--- config.mk ---
export PLATFORM = sky130hd
export DESIGN_NAME = ruler_search_controller
export DESIGN_NICKNAME = d
export VERILOG_FILES = /design/src/rtl/ruler_search_controller.sv
export SDC_FILE = /design/constraint.sdc
export NUM_CORES = 1
export LEC_CHECK = 0
export ABC_CLOCK_PERIOD_IN_PS = 2300
export CAP_MARGIN = 20
export CORE_ASPECT_RATIO = 1.1
export CORE_UTILIZATION = 30
export DETAILED_ROUTE_END_ITERATION = 8
export SLEW_MARGIN = 20
export SYNTH_ARGS = -nofsm -noshare
export SYNTH_HDL_FRONTEND = slang
export SYNTH_SLANG_ARGS = --single-unit
--- constraint.sdc ---
create_clock -name clock -period 2.3 [get_ports clock]
set_input_delay 0.345 -clock clock [delete_from_list [all_inputs] [get_ports clock]]
set_output_delay 0.345 -clock clock [all_outputs]
set_load 0.01 [all_outputs]
--- src/rtl/ruler_search_controller.sv ---
// Sequencing controller for a Golomb-ruler search: walks the active mark level,
// tightens the leaf bound on every ruler found and keeps the most recent one.
module ruler_search_controller #(
  parameter int NUMPOSITIONS = 5,
  parameter int MAXVALUE     = 500
) (
  input  logic                          clock,
  input  logic                          reset,
  input  logic                          start,
  input  logic                          abort,
  input  logic [8:0]                    init_limit,
  output logic                          counter_reset,
  output logic [8:0]                    resetvalue,
  output logic [6:0]                    enabled,
  output logic [8:0]                    limit,
  input  logic                          ready_in,
  input  logic [6:0]                    nextEnabled_in,
  input  logic                          success_in,
  input  logic [(NUMPOSITIONS+1)*9-1:0] marks_in,
  output logic [(NUMPOSITIONS+1)*9-1:0] best_marks,
  output logic                          best_valid,
  output logic [15:0]                   found_count,
  output logic                          busy,
  output logic                          done,
  output logic                          error
);

  localparam int              MW      = (NUMPOSITIONS + 1) * 9;
  localparam logic [6:0]      LEAF    = 7'(NUMPOSITIONS);
  localparam logic [8:0]      MAX_LIM = 9'(MAXVALUE);

  typedef enum logic [2:0] {IDLE, CLEAR, ISSUE, COLLECT, DONE, ERROR} state_t;

  state_t          state_q, state_d;
  logic [6:0]      enabled_q, enabled_d;
  logic [8:0]      limit_q, limit_d;
  logic [MW-1:0]   best_marks_q, best_marks_d;
  logic            best_valid_q, best_valid_d;
  logic [15:0]     found_count_q, found_count_d;
  logic [8:0]      leaf_mark;

  assign leaf_mark = marks_in[8:0];

  // NOTE: every output of this block gets a default first, so no path leaves a value unassigned and no latch is inferred.
  always_comb begin
    state_d       = state_q;
    enabled_d     = enabled_q;
    limit_d       = limit_q;
    best_marks_d  = best_marks_q;
    best_valid_d  = best_valid_q;
    found_count_d = found_count_q;

    if (abort) begin
      state_d   = IDLE;
      enabled_d = '0;
    end else begin
      case (state_q)
        IDLE, DONE, ERROR: begin
          if (start) begin
            state_d       = CLEAR;
            limit_d       = (init_limit > MAX_LIM) ? MAX_LIM : init_limit;
            enabled_d     = 7'd1;
            best_valid_d  = 1'b0;
            found_count_d = '0;
          end
        end
        CLEAR:   state_d = ISSUE;
        ISSUE:   state_d = COLLECT;
        COLLECT: begin
          if (ready_in) begin
            // A ruler only counts when the leaf itself reports it.
            if (success_in && (enabled_q == LEAF)) begin
              best_marks_d = marks_in;
              best_valid_d = 1'b1;
              if (found_count_q != 16'hFFFF) found_count_d = found_count_q + 16'd1;
              limit_d = (leaf_mark == 9'd0) ? 9'd0 : leaf_mark - 9'd1;
            end
            if (nextEnabled_in == 7'd0) begin
              state_d = DONE;
            end else if (nextEnabled_in <= LEAF) begin
              state_d   = ISSUE;
              enabled_d = nextEnabled_in;
            end else begin
              state_d   = ERROR;
              enabled_d = '0;
            end
          end
        end
        default: state_d = IDLE;
      endcase
    end
  end

  // NOTE: sequential state uses non-blocking assignments so all registers update together at the edge.
  always_ff @(posedge clock or negedge reset) begin
    if (!reset) begin
      state_q       <= IDLE;
      enabled_q     <= '0;
      limit_q       <= '0;
      best_marks_q  <= '0;
      best_valid_q  <= 1'b0;
      found_count_q <= '0;
    end else begin
      state_q       <= state_d;
      enabled_q     <= enabled_d;
      limit_q       <= limit_d;
      best_marks_q  <= best_marks_d;
      best_valid_q  <= best_valid_d;
      found_count_q <= found_count_d;
    end
  end

  // Status flags decode straight from the state so reset clears them without a clock.
  assign counter_reset = (state_q == CLEAR);
  assign busy          = (state_q == CLEAR) || (state_q == ISSUE) || (state_q == COLLECT);
  assign done          = (state_q == DONE);
  assign error         = (state_q == ERROR);
  assign resetvalue    = '0;
  assign enabled       = enabled_q;
  assign limit         = limit_q;
  assign best_marks    = best_marks_q;
  assign best_valid    = best_valid_q;
  assign found_count   = found_count_q;

endmodule

==> results.json <==
{
  "outcome": "finished, final reports clean",
  "row_count": 45,
  "nNetsFinal": 749,
  "grt_setup_unrepaired": "false",
  "start_kind": "flop",
  "antenna_left": 0,
  "numClockSinks": 90,
  "maxCapViolCount": 0,
  "period_needed_ps": 2100,
  "final_common_cell": "nand2_1",
  "synthCells": 489,
  "grt_pass1_vias": 3926,
  "port_buffers": 166,
  "die_h_um": 127,
  "drive_above_1_share_pct": 7.69,
  "n_antenna_cell": 0,
  "grt-ovfl-total": 0,
  "path_clk_slew_ps": 70,
  "dr_wl_met3_um": 903,
  "h-tree-depth": 3,
  "root_buffer": "clkbuf_16",
  "p_leak_nw": 3.02,
  "gp_congestion": 0.849,
  "antenna_found_initial": 0,
  "synth_xor_area_share_pct": 0.414,
  "wl_met2_um": 5950,
  "synth_top_family_by_area": "simple AND/OR/NAND/NOR gates",
  "synth_cell_types": 54,
  "post-cts-setup-buffers": 0,
  "dr.pass1.iters": 4,
  "period_share_pct": 91.1,
  "slowest_stage": "clkdlybuf4s50_1",
  "grt_use_total_pct": 17.6,
  "yosysSeqAreaShare_pct": 53.2,
  "dp.cells": 847,
  "cp.required_ps": 1960,
  "coreArea_um2": 13800,
  "post_drt_wl_per_cell_um": 14.2,
  "drt_iter0_markers": 127,
  "dpl_worst_slack_ps": -38.9,
  "synth_edf_count": 0,
  "ys_seq_elements": 90,
  "syn2layout_area_growth_pct": 54.3,
  "worstMarginPinSlew_ps": 630,
  "fin_tns_setup_ps": 0,
  "critPathMaxStageDelay_ps": 540,
  "synthMuxAreaShare_pct": 0.237,
  "crit_family": "buffers and inverters",
  "dp_hpwl_um": 9010,
  "path_buf_inv": 1,
  "final_cells": 864,
  "ir_drop_mv": 0.248,
  "slew-limit-headroom_pct": 57.6,
  "power_per_cell_area_nw_per_um2": 609,
  "die_x_um": 115,
  "cts_tree": "built",
  "avgViaCountPerCell": 4.70,
  "synth_compound_area_share_pct": 12.1,
  "post-route-cell-area_um2": 6530,
  "ys_warn_count": 0,
  "initial_core_util_pct": 30.7,
  "p_total_mw": 3.98,
  "final_cell_mix": "183 x nand2_1, 165 x clkdlybuf4s50_1, 90 x dfrtp_1, 27 x buf_4",
  "cp_cell_sequence": "nand2b_1, nor2_1, clkdlybuf4s50_1",
  "synth_flop_cell": "dfrtp_1",
  "max-clock-path-buffers": 2,
  "netlist_area_um2": 4230,
  "worst_slack_ps": 204,
  "worst-setup-path-type": "flop to output port",
  "min_path_type": "input port to async pin",
  "boundaryPins": 176,
  "clock_skew_ps": 4.07,
  "cts_buffers": 9,
  "grt_pass1_wl_um": 19800,
  "vias": 4062,
  "ys_async_sr_fraction_pct": 100,
  "placed_area_um2": 6230,
  "finalSetupViolCount": 0,
  "fmax_mhz": 477,
  "finalWirelength_um": 12300,
  "syn_area_per_cell_um2": 8.65,
  "dr.max_layer_used": "met4",
  "die-area_um2": 14600,
  "end_kind": "output port",
  "clock_latency_ps": 350,
  "grt_max_degree": 49,
  "wirelength_met1_um": 5210,
  "yosys.area_share.adder_pct": 0.591,
  "slew_viol_final": 0,
  "finalHoldViolCount": 0,
  "post_cts_resized": 0,
  "drc": 0,
  "arrival_ps": 1750,
  "holdBufCountCts": 1,
  "synthSimpleGateAreaFrac_pct": 28.6,
  "cp_max_fo": 11
}
-- cell families (layout without fill, tap and decap cells) --
group,count (synthesis),count (layout)
and+or+nand+nor,271,271
DFF,90,90
AOI/OAI and AO/OA,80,80
buffers and inverters,42,221
adders and majority gates,2,2
xor gates and xnor gates,2,2
other,1,9
muxes,1,1
-- area by class of cell --
| cell class | count | area [um2] |
|---|---|---|
| inverter | 10 | 37.5 |
| clock inverter | 7 | 70.1 |
| fill | 1354 | 7260 |
| tap | 188 | 235 |
| multi-input combinational | 365 | 1810 |
| clock buffer | 9 | 225 |
| timing repair buffer | 195 | 1900 |
| sequential | 90 | 2250 |
-- flip-flops by register name, indices dropped and copies added, names as in the netlist --
| register | count |
|---|---|
| best_marks | 54 |
| best_valid | 1 |
| enabled | 7 |
| found_count | 16 |
| limit | 9 |
| state_q | 3 |
-- through the flow --
step	util [%]	hold WS, ps
after floorplan	-	49.4
final	47.3	455
after global placement	45.1	291
after CTS	47.3	456
after detailed placement	45.1	292
after global routing	47.3	486
-- metal layers --
metal / GRT usage (%) / up-vias
met5: 0 / -
met4: 6.49 / 0
met3: 5.69 / 13
met2: 28.9 / 128
met1: 21.5 / 1916
li1: - / 2005
-- final timing paths --
path	start	endpoint	slack [ps]	depth (start not counted)
hold reg to reg	best_marks[41]	best_marks[41]	450	2
min in group clock	best_marks[41]	best_marks[41]	460	2
setup / recovery	state_q[2]	counter_reset	200	3
setup reg to reg	state_q[2]	found_count[4]	260	5
max in group asynchronous	reset	found_count[6]	1170	3
hold / removal	reset	best_marks[20]	450	2
-- report_power, final --
part	switching [mW]	internal [mW]	total, mW
sequential	0.0856	1.68	1.76
combinational	0.330	0.416	0.746
clock	0.632	0.840	1.47
-- synth_stat cells (all sizes together) (3+ instances only) --
master / count / share of area [%]
a21o: 5 / 0.89
a21oi: 19 / 2.2
a31oi: 7 / 1.0
and3: 8 / 1.2
buf: 14 / 2.3
clkbuf: 18 / 1.6
dfrtp: 90 / 53
inv: 10 / 0.89
nand2: 183 / 16
nand2b: 3 / 0.44
nand3: 17 / 2.0
nand4: 4 / 0.74
nor2: 19 / 1.7
nor2b: 3 / 0.44
nor3: 8 / 1.1
nor4: 3 / 0.44
o211ai: 5 / 1.0
o21ai: 22 / 2.7
o31ai: 5 / 0.89
o41ai: 3 / 0.62
or3: 4 / 0.59
or4: 7 / 1.3
(Power assumes the default switching activity.)
